<file path="src/rtl/cordic_phase_gen.sv">
// Phase accumulator with linear FTW sweep feeding the CORDIC z input (rotation mode).
// z_out/z_valid register one edge after en is sampled; out_valid trails z_valid by LATENCY cycles.
module cordic_phase_gen #(
    parameter int LATENCY = 19
) (
    input  logic               clk,
    input  logic               rst,
    input  logic               en,
    input  logic               phase_clr,
    input  logic [31:0]        ftw_in,
    input  logic               ftw_load,
    input  logic signed [15:0] phase_off,
    input  logic               sweep_en,
    input  logic signed [31:0] sweep_step,
    input  logic [31:0]        sweep_stop,
    output logic signed [15:0] z_out,
    output logic               mode_out,
    output logic               z_valid,
    output logic               out_valid,
    output logic               sweep_done
);

    typedef enum logic [1:0] {
        S_IDLE  = 2'd0,
        S_SWEEP = 2'd1,
        S_HOLD  = 2'd2
    } state_t;

    state_t              r_state;
    state_t              w_state_nxt;
    logic [31:0]         r_acc;
    logic [31:0]         r_ftw;
    logic [31:0]         w_ftw_nxt;
    logic                w_done_nxt;
    logic [31:0]         w_acc_nxt;
    logic signed [33:0]  w_sum;
    logic signed [33:0]  w_stop_ext;
    logic                w_hit;
    logic signed [15:0]  r_z;
    logic                r_z_valid;
    logic                r_done;
    logic [LATENCY-1:0]  r_dly;

    assign w_acc_nxt = r_acc + r_ftw;

    // Two guard bits keep both a wrap past 2^32 and a dip below zero on the correct side of the stop value.
    assign w_sum      = $signed({2'b00, r_ftw}) + $signed({{2{sweep_step[31]}}, sweep_step});
    assign w_stop_ext = $signed({2'b00, sweep_stop});
    assign w_hit      = sweep_step[31] ? (w_sum <= w_stop_ext) : (w_sum >= w_stop_ext);

    always_comb begin
        w_state_nxt = r_state;
        w_ftw_nxt   = r_ftw;
        w_done_nxt  = 1'b0;
        case (r_state)
            S_IDLE: begin
                if (sweep_en) begin
                    w_state_nxt = S_SWEEP;
                end
            end
            S_SWEEP: begin
                if (!sweep_en) begin
                    w_state_nxt = S_IDLE;
                end else if (en && !ftw_load) begin
                    if (w_hit) begin
                        w_ftw_nxt   = sweep_stop;
                        w_state_nxt = S_HOLD;
                        w_done_nxt  = 1'b1;
                    end else begin
                        w_ftw_nxt = w_sum[31:0];
                    end
                end
            end
            S_HOLD: begin
                if (!sweep_en) begin
                    w_state_nxt = S_IDLE;
                end
            end
            default: begin
                w_state_nxt = S_IDLE;
            end
        endcase
        // A load overrides the sweep increment but leaves the sweep running from the new value.
        if (ftw_load) begin
            w_ftw_nxt = ftw_in;
        end
    end

    always_ff @(posedge clk) begin
        if (rst) begin
            r_state <= S_IDLE;
            r_ftw   <= '0;
            r_done  <= 1'b0;
        end else begin
            r_state <= w_state_nxt;
            r_ftw   <= w_ftw_nxt;
            r_done  <= w_done_nxt;
        end
    end

    always_ff @(posedge clk) begin
        if (rst) begin
            r_acc     <= '0;
            r_z       <= '0;
            r_z_valid <= 1'b0;
        end else begin
            r_z_valid <= en;
            if (phase_clr) begin
                r_acc <= '0;
                r_z   <= phase_off;
            end else if (en) begin
                r_acc <= w_acc_nxt;
                r_z   <= w_acc_nxt[31:16] + phase_off;
            end
        end
    end

    generate
        if (LATENCY == 1) begin : g_dly_one
            always_ff @(posedge clk) begin
                if (rst) begin
                    r_dly <= '0;
                end else begin
                    r_dly <= r_z_valid;
                end
            end
        end else begin : g_dly_many
            always_ff @(posedge clk) begin
                if (rst) begin
                    r_dly <= '0;
                end else begin
                    r_dly <= {r_dly[LATENCY-2:0], r_z_valid};
                end
            end
        end
    endgenerate

    assign z_out      = r_z;
    assign z_valid    = r_z_valid;
    assign out_valid  = r_dly[LATENCY-1];
    assign sweep_done = r_done;
    assign mode_out   = 1'b0;

endmodule
</file>
<file path="config.mk">
export PLATFORM = sky130hd
export DESIGN_NAME = cordic_phase_gen
export DESIGN_NICKNAME = d
export VERILOG_FILES = /design/src/rtl/cordic_phase_gen.sv
export SDC_FILE = /design/constraint.sdc
export NUM_CORES = 1
export LEC_CHECK = 0
export CAP_MARGIN = 20
export CORE_MARGIN = 3
export CORE_UTILIZATION = 60
export DETAILED_ROUTE_END_ITERATION = 10
export GPL_ROUTABILITY_DRIVEN = 1
export HOLD_SLACK_MARGIN = 0.03
export PLACE_DENSITY = 0.87
export SLEW_MARGIN = 0
export SYNTH_ARGS = -nofsm -noshare
export SYNTH_HDL_FRONTEND = slang
export SYNTH_SLANG_ARGS = --single-unit
</file>
<file path="constraint.sdc">
create_clock -name clk -period 13.3 [get_ports clk]
set_input_delay 3.325 -clock clk [delete_from_list [all_inputs] [get_ports clk]]
set_output_delay 3.325 -clock clk [all_outputs]
set_load 0.01 [all_outputs]
</file>
==> impl_metrics.csv, run 1 <==
group,metric,value,unit
run_status,run_status,"completed",
cells_and_area,drive_gt1_share,6.49,%
clock_tree,cts_buffers,9,
floorplanning,num_rows,44,
pwr,power_density,89.4,nW/um^2
routing,drt_wl_total,26.3,mm
logic_synthesis,synth_edf_count,0,
clock_tree,path_clk_slew,0.08,ns
cells_and_area,areaGrowthSynthToFinish,19.0,%
setup_path,path_class,"primary input to register",
sta,clock.fmax,113,MHz
global_route,grt_pass1_wl,41.7,mm
place,gp_congestion,0.952,
clock_tree,hold_buffers,0,
floorplanning,die_h,130,microns
sta,relSlewSlack,33.2,%
pwr,power.leakage,0.00480,uW
pwr,vdd_drop_max,79.6,uV
global_route,grt_usage,30.8,%
floorplanning,initial_core_util,62.3,%
floorplanning,core,14800,sq um
clock_tree,post_cts_resized,0,
logic_synthesis,ys_seq_area_share,22.4,%
routing,drt_pass1_iterations,5,
clock_tree,post_cts_buffers,0,
min_path,worstHoldStart,"r_dly[2]",
min_path,hp-class,"register to register",
floorplanning,die-area,16800,sq um
cells_and_area,nNetsFinal,1459,
logic_synthesis,synth_top_flop_cell,"dfxtp_1",
setup_path,startpoint,"sweep_step[1]",
floorplanning,ios,138,
cells_and_area,n_fill_cell,1145,
clock_tree,htree_levels,3,
routing,via_per_inst,6.33,
setup_path,crit_path_top_delay_cell,"a22oi_2",
routing,drtIter0Drc,686,
sta,fin_crit,8.89,ns
global_route,grt_overflow,0,
logic_synthesis,yosys.area.top_type_share,22.4,%
routing,wl_per_cell,18.6,microns
sta,setup_viol,0,
logic_synthesis,syn_avg_cell_area,8.18,sq um
logic_synthesis,synth_common_cells,"nor2_1 (116), ha_1 (111), dfxtp_1 (103)",
setup_path,critPathCaptureType,"register",
sta,fin_crit_sh,66.8,%
logic_synthesis,synth_area,9190,sq um
setup_path,critPathArrivalTime,9.16,ns
sta,rsz0062_at_grt,"no",
pwr,power.total,977,uW
logic_synthesis,synthCells,1123,
logic_synthesis,yosys.cell_count.top_type,"nor2_1",
routing,ant_nets,0,
cells_and_area,antennaDiodeCount,0,
setup_path,startpoint_type,"primary input",
routing,vias,8966,
logic_synthesis,yosysWarnings,0,
logic_synthesis,synth_area_leaders,"dfxtp_1 (22%), ha_1 (15%), a21oi_1 (4.7%), nor2_1 (4.7%), xnor2_1 (4.0%)",
floorplanning,fp.dieW,130,microns
global_route,grt_max_degree,40,
sta,finalSetupTns,0,ns
setup_path,reg2reg_from,"r_ftw[1]",
routing,drc,0,
global_route,grt_pass1_vias,8566,
logic_synthesis,ys_seq_elements,103,
job,maxCapViolCount,0,
logic_synthesis,ys_async_sr_fraction,0,%
sta,clock_skew,0.00927,ns
setup_path,crit_fanout,16,
global_route,antenna_found_initial,0,
setup_path,path_cells,"clkdlybuf4s50_1 -> ha_1 -> a211oi_2 -> o21ai_1 -> a2111oi_4 -> o311ai_1 -> a31oi_1 -> o21ai_1 -> a221oi_2 -> o21ai_1 -> xor2_1 -> ha_1 -> nand4_1 -> o211ai_1 -> or2_2 -> o31ai_1 -> nand3_1 -> a22oi_2 -> buf_4 -> nor4_1 -> a311o_1",
place,numPortBuffers,136,
cells_and_area,final_core_util,74.1,%
clock_tree,root_buffer,"clkbuf_16",
clock_tree,cts_tree,"yes",
setup_path,cpMostUsedCell,"o21ai_1",
setup_path,required,13.57,ns
clock_tree,cts_max_path_buffers,2,
logic_synthesis,yosys.area.top_type,"dfxtp_1",
clock_tree,worstSkewPairLatency,0.37,ns
setup_path,cp_slowest_stage_delay,0.74,ns
sta,tightest_slew,0.996,ns
logic_synthesis,ys_types,86,
sta,hold_viol_final,0,
place,dp_hpwl,19.9,mm
logic_synthesis,synth_nets,1355,
sta,finalMaxSlewViolations,0,
clock_tree,cts.sinks,103,
-- registers in the layout, summed over array words and instances (netlist names) --
register	flops
r_ftw	32
r_state	2
z_valid	1
r_dly	19
r_acc	32
z_out	16
sweep_done	1
-- critical path: cells and delay by family --
kind	cells	cell delay, ns
adder cells (fa/ha/maj)	2	0.61
XOR/XNOR	1	0.20
AO/OA/AOI/OAI	12	3.48
buffers and inverters	2	0.83
AND/OR/NAND/NOR	4	0.69
-- path summary, 6_finish.rpt --
path | end | slack (ns) | cells after the start
min reg2reg | r_dly[3] | 0.45 | 1
max | r_ftw[28] | 4.41 | 21
max reg2reg | r_ftw[28] | 7.34 | 20
min | r_dly[3] | 0.45 | 1
-- layer usage --
layer	part of all wire [%]	wire [microns]	GRT usage, %	vias to the layer above
met5	0	0	0	-
met4	4.1	1070	13.1	0
met3	7.9	2080	4.95	90
met2	46	12100	51.7	423
met1	42	11000	39.4	4089
li1	-	-	-	4364
-- placed cells by master (no fill, tap or decap), types with 7 or more instances in the layout --
| cell type | count |
|---|---|
| clkbuf_16 | 9 |
| nand3_1 | 17 |
| nor3_1 | 17 |
| xnor2_1 | 42 |
| nand2b_1 | 10 |
| a21oi_1 | 87 |
| inv_1 | 70 |
| o21a_1 | 19 |
| nor2_1 | 116 |
| ha_1 | 111 |
| nor2b_1 | 33 |
| xor2_1 | 20 |
| nand4_1 | 12 |
| and3_1 | 7 |
| dfxtp_1 | 103 |
| or2_2 | 8 |
| or3_1 | 8 |
| a31oi_1 | 8 |
| o21ai_1 | 10 |
| nand2_1 | 59 |
| a22oi_1 | 32 |
| mux2i_1 | 32 |
| a21o_1 | 35 |
| buf_4 | 9 |
| a211oi_1 | 13 |
| nor3_2 | 7 |
| o211ai_1 | 10 |
| o21bai_1 | 11 |
| nor4_1 | 19 |
| a311o_1 | 25 |
| o21ai_0 | 32 |
| clkdlybuf4s50_1 | 134 |
-- logic make-up (layout without fill, tap and decap cells) --
kind of cell	Yosys count	count (layout)	share of synthesized area, %
AOI/OAI and AO/OA	353	353	28.3
and+or+nand+nor	335	335	18.4
buffers and inverters	123	232	5.69
adders and majority gates	114	114	15.8
DFF	103	103	22.4
xor gates and xnor gates	62	62	5.91
muxes	32	32	3.49
other	1	1	0.0408
-- through the flow --
step / instance area, sq um / hold slack (ns) / instances / setup WS, ns
after floorplan: 9190 / 0.414 / 1123 / 5.81
after global placement: 10600 / 0.416 / 1399 / 4.35
after detailed placement: 10600 / 0.430 / 1399 / 4.28
after CTS: 10900 / 0.448 / 1415 / 4.59
after global routing: 10900 / 0.458 / 1416 / 4.20
final: 10900 / 0.446 / 1416 / 4.41
-- cell type report --
class | count | area (sq um) | share of cell area (%)
clock buffers | 9 | 225 | 2.06
clock inverters | 7 | 88.8 | 0.813
inverters | 70 | 263 | 2.40
multi-input cells | 897 | 6620 | 60.5
flip-flops and latches | 103 | 2060 | 18.9
well taps | 184 | 230 | 2.11
repair buffers | 146 | 1450 | 13.2
-- report_power, final --
| part | internal, uW | switching (uW) |
|---|---|---|
| clock network | 135 | 148 |
| registers | 322 | 13.0 |
| logic | 160 | 198 |
| total | 618 | 359 |
No activity file was read; power rests on OpenSTA's default activity.
==> inputs of run 2 (changes only) <==
CORE_UTILIZATION = 56   (was 60)
PLACE_DENSITY = 0.82   (was 0.87)
clock period = 9 ns   (was 13.3 ns; I/O delays follow)
==> impl_metrics.csv, run 2 (synthesized netlist as in run 1, its figures left out) <==
group,metric,value,unit
run_status,run_status,"completed",
routing,drtIter0Drc,586,
setup_path,critPathArrivalTime,7.77,ns
sta,fin_crit,7.52,ns
setup_path,critPathCaptureType,"register",
clock_tree,path_clk_slew,0.08,ns
cells_and_area,drive_gt1_share,6.65,%
min_path,min_to,"r_dly[8]",
cells_and_area,final_common_cell,"clkdlybuf4s50_1",
floorplanning,core,16000,sq um
cells_and_area,nNetsFinal,1461,
setup_path,crit_path_top_delay_cell,"o21a_1",
min_path,worstHoldStart,"r_dly[7]",
min_path,hp-class,"register to register",
sta,finalSetupTns,0,ns
setup_path,path_cells,"clkdlybuf4s50_1 -> ha_1 -> a211oi_2 -> o21ai_1 -> a2111oi_4 -> o311ai_1 -> a31oi_1 -> o21ai_1 -> a221oi_2 -> o21ai_1 -> xor2_1 -> ha_1 -> nand4_1 -> o211ai_1 -> o22a_1 -> o31ai_1 -> o21ai_0 -> o21a_1 -> buf_4 -> nor4_1 -> a311o_1",
routing,drt_wl_total,26.3,mm
setup_path,startpoint_type,"primary input",
sta,fin_crit_sh,83.5,%
cells_and_area,final_core_util,68.7,%
global_route,grt_pass1_wl,42.9,mm
pwr,power_density,133,nW/um^2
clock_tree,cts_max_path_buffers,2,
clock_tree,cts.sinks,103,
setup_path,required,9.25,ns
global_route,grt_pass1_vias,8722,
setup_path,reg2reg_from,"r_ftw[1]",
routing,drc,0,
sta,finalMaxSlewViolations,0,
setup_path,regToRegEndpoint,"r_ftw[28]",
floorplanning,die-area,18000,sq um
clock_tree,cts_buffers,9,
global_route,antenna_found_initial,0,
routing,via_per_inst,6.18,
global_route,grt_overflow,0,
place,numPortBuffers,136,
sta,hold_viol_final,0,
floorplanning,ios,138,
clock_tree,cts_tree,"yes",
setup_path,worstRegToRegCells,20,
cells_and_area,reg_top3,"r_acc: 32 flops, r_ftw: 32 flops, r_dly: 19 flops",
sta,finalWorstSetupSlack,1.48,ns
setup_path,worst-path-buf-inv,2,
sta,relSlewSlack,21.6,%
routing,wl_per_cell,18.1,microns
pwr,vdd_drop_max,115,uV
job,maxCapViolCount,0,
clock_tree,root_buffer,"clkbuf_16",
setup_path,cp_slowest_stage_delay,0.52,ns
place,dp_hpwl,20.3,mm
floorplanning,initial_core_util,57.4,%
sta,clock_skew,0.00715,ns
setup_path,reg2reg_slack,3.45,ns
place,gp_congestion,1.01,
floorplanning,num_rows,46,
setup_path,path_class,"primary input to register",
sta,clock.fmax,133,MHz
global_route,grt_max_degree,43,
sta,tightest_slew,1.17,ns
sta,rsz0062_at_grt,"no",
floorplanning,die_h,134,microns
setup_path,critPathTopFamily,"compound AO/OA/AOI/OAI gates",
place,post-place-ws,1.20,ns
min_path,min_path_cells,1,
floorplanning,fp.dieW,134,microns
routing,ant_nets,0,
routing,drt_pass1_iterations,5,
clock_tree,post_cts_resized,0,
global_route,grt_usage,29.1,%
cells_and_area,final_cell_mix,"clkdlybuf4s50_1 (134), nor2_1 (116), ha_1 (111)",
clock_tree,hold_buffers,0,
setup_path,crit_fanout,18,
cells_and_area,antennaDiodeCount,0,
clock_tree,htree_levels,3,
sta,setup_viol,0,
pwr,power.leakage,0.00482,uW
routing,vias,8962,
cells_and_area,areaGrowthSynthToFinish,19.7,%
setup_path,cpMostUsedCell,"o21ai_1",
clock_tree,worstSkewPairLatency,0.37,ns
clock_tree,post_cts_buffers,0,
run 2: power breakdown:
part	leakage (uW)	internal, uW	switching [uW]
Sequential	0.000842	476	18.7
Clock	0.000159	226	210
Combinational	0.00382	238	292
run 2: final cells by class:
type,count,area [sq um]
Multi-Input combinational cell,897,6620
Fill cell,1348,5000
Sequential cell,103,2060
Timing Repair Buffer,148,1460
Tap cell,216,270
Inverter,70,263
Clock buffer,9,225
Clock inverter,7,97.6
run 2: worst max path at each step:
stage | from | endpoint | slack [ns] | depth (start not counted)
2_1_floorplan | sweep_step[0] | r_ftw[0] | 2.59 | 24
3_3_place_gp | sweep_step[1] | r_ftw[28] | 1.41 | 21
3_5_place_dp | sweep_step[1] | r_ftw[28] | 1.20 | 21
4_1_cts | sweep_step[1] | r_ftw[28] | 1.55 | 21
5_1_grt | sweep_step[1] | r_ftw[28] | 1.19 | 20
6_report | sweep_step[1] | r_ftw[28] | 1.48 | 21
run 2: metrics by stage:
stage | hold slack [ns] | std cells | total power (uW) | cell area [sq um]
floorplan | 0.414 | 1123 | 871 | 9190
global placement | 0.419 | 1433 | 1010 | 10600
detailed placement | 0.425 | 1433 | 1020 | 10600
CTS | 0.443 | 1449 | 1460 | 11000
global route | 0.450 | 1450 | 1540 | 11000
finish | 0.438 | 1450 | 1460 | 11000
run 2: metal layers:
metal / wire length, microns / GRT usage [%] / vias up
li1: - / - / 4374
met1: 11400 / 37.3 / 4106
met2: 12100 / 48.6 / 411
met3: 1730 / 5.85 / 71
met4: 1050 / 11.0 / 0
met5: 0 / 0 / -
==> inputs of run 3 (changes only) <==
clock period = 7.15 ns   (was 9 ns; I/O delays follow)
==> impl_metrics.csv, run 3 (synthesized netlist as in run 1, its figures left out) <==
group,metric,value,unit
global_route,grt_pass1_vias,8697,
clock_tree,post_cts_buffers,0,
setup_path,reg2reg_from,"r_ftw[0]",
clock_tree,worstSkewPairLatency,0.37,ns
place,numPortBuffers,136,
floorplanning,num_rows,46,
clock_tree,htree_levels,3,
pwr,vdd_drop_max,133,uV
pwr,power.leakage,0.00484,uW
routing,wl_per_cell,18.0,microns
sta,hold_viol_final,0,
cells_and_area,n_fill_cell,1396,
sta,clock_skew,0.00870,ns
setup_path,path_cells,"clkdlybuf4s50_1 -> ha_1 -> a211oi_2 -> o21ai_1 -> a2111oi_4 -> o311ai_1 -> a31oi_1 -> o21ai_1 -> a221oi_2 -> o21ai_1 -> xor2_1 -> ha_1 -> nand4_1 -> o211ai_1 -> or2_2 -> o31ai_1 -> nand3_1 -> a22oi_2 -> buf_4 -> nor4_1 -> a311o_1",
sta,fin_crit_sh,93.7,%
global_route,grt_pass1_wl,42.5,mm
sta,rsz0062_at_grt,"no",
routing,via_per_inst,6.15,
min_path,hp-class,"register to register",
place,dp_hpwl,20.2,mm
job,maxCapViolCount,0,
routing,vias,8960,
setup_path,worstRegToRegCells,21,
place,dp_cells,1439,
setup_path,reg2reg_slack,1.77,ns
cells_and_area,reg_top3,"r_acc: 32 flops, r_ftw: 32 flops, r_dly: 19 flops",
sta,holdWs,0.446,ns
setup_path,startpoint,"sweep_step[1]",
clock_tree,cts_tree,"yes",
place,placedInstanceArea,10700,sq um
floorplanning,die_h,134,microns
floorplanning,die-area,18000,sq um
setup_path,critical_path_depth,21,
setup_path,startpoint_type,"primary input",
sta,finalSetupTns,0,ns
clock_tree,cts_buffers,9,
setup_path,regToRegEndpoint,"z_out[15]",
sta,setup_viol,0,
setup_path,crit_fanout,10,
setup_path,cp_slowest_stage_delay,0.48,ns
sta,finalMaxSlewViolations,0,
cells_and_area,final_common_cell,"clkdlybuf4s50_1",
sta,relSlewSlack,47.2,%
sta,fin_crit,6.70,ns
floorplanning,ios,138,
floorplanning,fp.dieW,134,microns
global_route,antenna_found_initial,0,
clock_tree,cts.sinks,103,
routing,drt_wl_total,26.2,mm
setup_path,crit_path_top_delay_cell,"a2111oi_4",
setup_path,critPathCaptureType,"register",
place,post-place-ws,0.0950,ns
cells_and_area,nNetsFinal,1467,
global_route,grt_usage,28.9,%
pwr,power_density,165,nW/um^2
setup_path,critPathArrivalTime,6.96,ns
cells_and_area,design_area,11000,sq um
global_route,grt_overflow,0,
clock_tree,post_cts_resized,0,
setup_path,path_class,"primary input to register",
cells_and_area,antennaDiodeCount,0,
sta,clock.fmax,149,MHz
sta,finalWorstSetupSlack,0.447,ns
routing,drtIter0Drc,664,
routing,drc,0,
sta,tightest_slew,0.792,ns
cells_and_area,fin_cells,1456,
setup_path,required,7.41,ns
min_path,worstHoldStart,"r_dly[13]",
place,gp_congestion,0.988,
cells_and_area,final_cell_mix,"clkdlybuf4s50_1 (134), nor2_1 (116), ha_1 (111)",
floorplanning,initial_core_util,57.4,%
routing,drt_pass1_iterations,5,
clock_tree,hold_buffers,0,
clock_tree,path_clk_slew,0.08,ns
floorplanning,core,16000,sq um
setup_path,worst-path-buf-inv,2,
setup_path,critPathTopFamily,"compound AO/OA/AOI/OAI gates",
setup_path,crit_path_end,"r_ftw[28]",
global_route,grt_max_degree,42,
setup_path,cpMostUsedCell,"o21ai_1",
clock_tree,cts_max_path_buffers,2,
clock_tree,root_buffer,"clkbuf_16",
cells_and_area,drive_gt1_share,7.10,%
cells_and_area,areaGrowthSynthToFinish,20.2,%
run_status,run_status,"completed",
routing,ant_nets,0,
-- run 3: cell count changes in the layout (fill, tap and decap cells not counted) --
cell,change
buf_4,+4
bufinv_16,-1
clkinv_4,+1
clkinv_8,+2
buf_12,+2
buf_8,+1
buf_16,-1
inv_8,-2
-- run 3: worst min path at each step --
stage	endpoint	slack, ns	depth (start not counted)
floorplan	r_dly[10]	0.41	1
global placement	r_dly[7]	0.42	1
detailed placement	r_dly[12]	0.43	1
CTS	r_dly[12]	0.44	1
global route	r_dly[12]	0.46	1
finish	r_dly[14]	0.45	1
-- run 3: layer usage --
layer / share of wire [%] / global-route usage (%) / up-vias
met5: 0 / 0 / -
met4: 4.0 / 13.3 / 0
met3: 6.8 / 4.01 / 70
met2: 46 / 47.8 / 370
met1: 43 / 37.5 / 4132
li1: - / - / 4388
-- run 3: area by class of cell --
type                       count  area, sq um  area share, %
multi-input combinational    897         6620           59.9
sequential                   103         2060           18.7
timing repair buffer         154         1520           13.8
tap                          216          270           2.45
inverter                      70          263           2.38
clock buffer                   9          225           2.04
clock inverter                 7         86.3          0.782
-- run 3: worst reg2reg max path, stage by stage (launching register included) --
cell	delay [ns]
dfxtp_1	0.39
ha_1	0.22
inv_1	0.06
fa_1	0.37
and2b_1	0.22
o21ai_1	0.13
a21boi_2	0.20
o21ai_1	0.09
a31o_2	0.33
o311a_4	0.43
o41ai_1	0.50
xor2_1	0.29
ha_1	0.35
or2_2	0.30
a21oi_1	0.20
o311ai_0	0.25
a21o_1	0.24
a21o_1	0.20
xor2_1	0.17
nand2_1	0.08
mux2i_1	0.16
nor3_1	0.06
-- run 3: through the flow --
| step | power, uW | utilization [%] |
|---|---|---|
| after global placement | 1290 | 67.0 |
| after floorplan | 1100 | - |
| after global routing | 1930 | 69.0 |
| final | 1820 | 69.0 |
| after CTS | 1820 | 68.9 |
| after detailed placement | 1300 | 67.0 |
-- run 3: where the power goes --
group | switching [uW] | internal [uW] | total (uW)
clock | 268 | 251 | 519
sequential | 23.7 | 600 | 623
combinational | 370 | 311 | 681
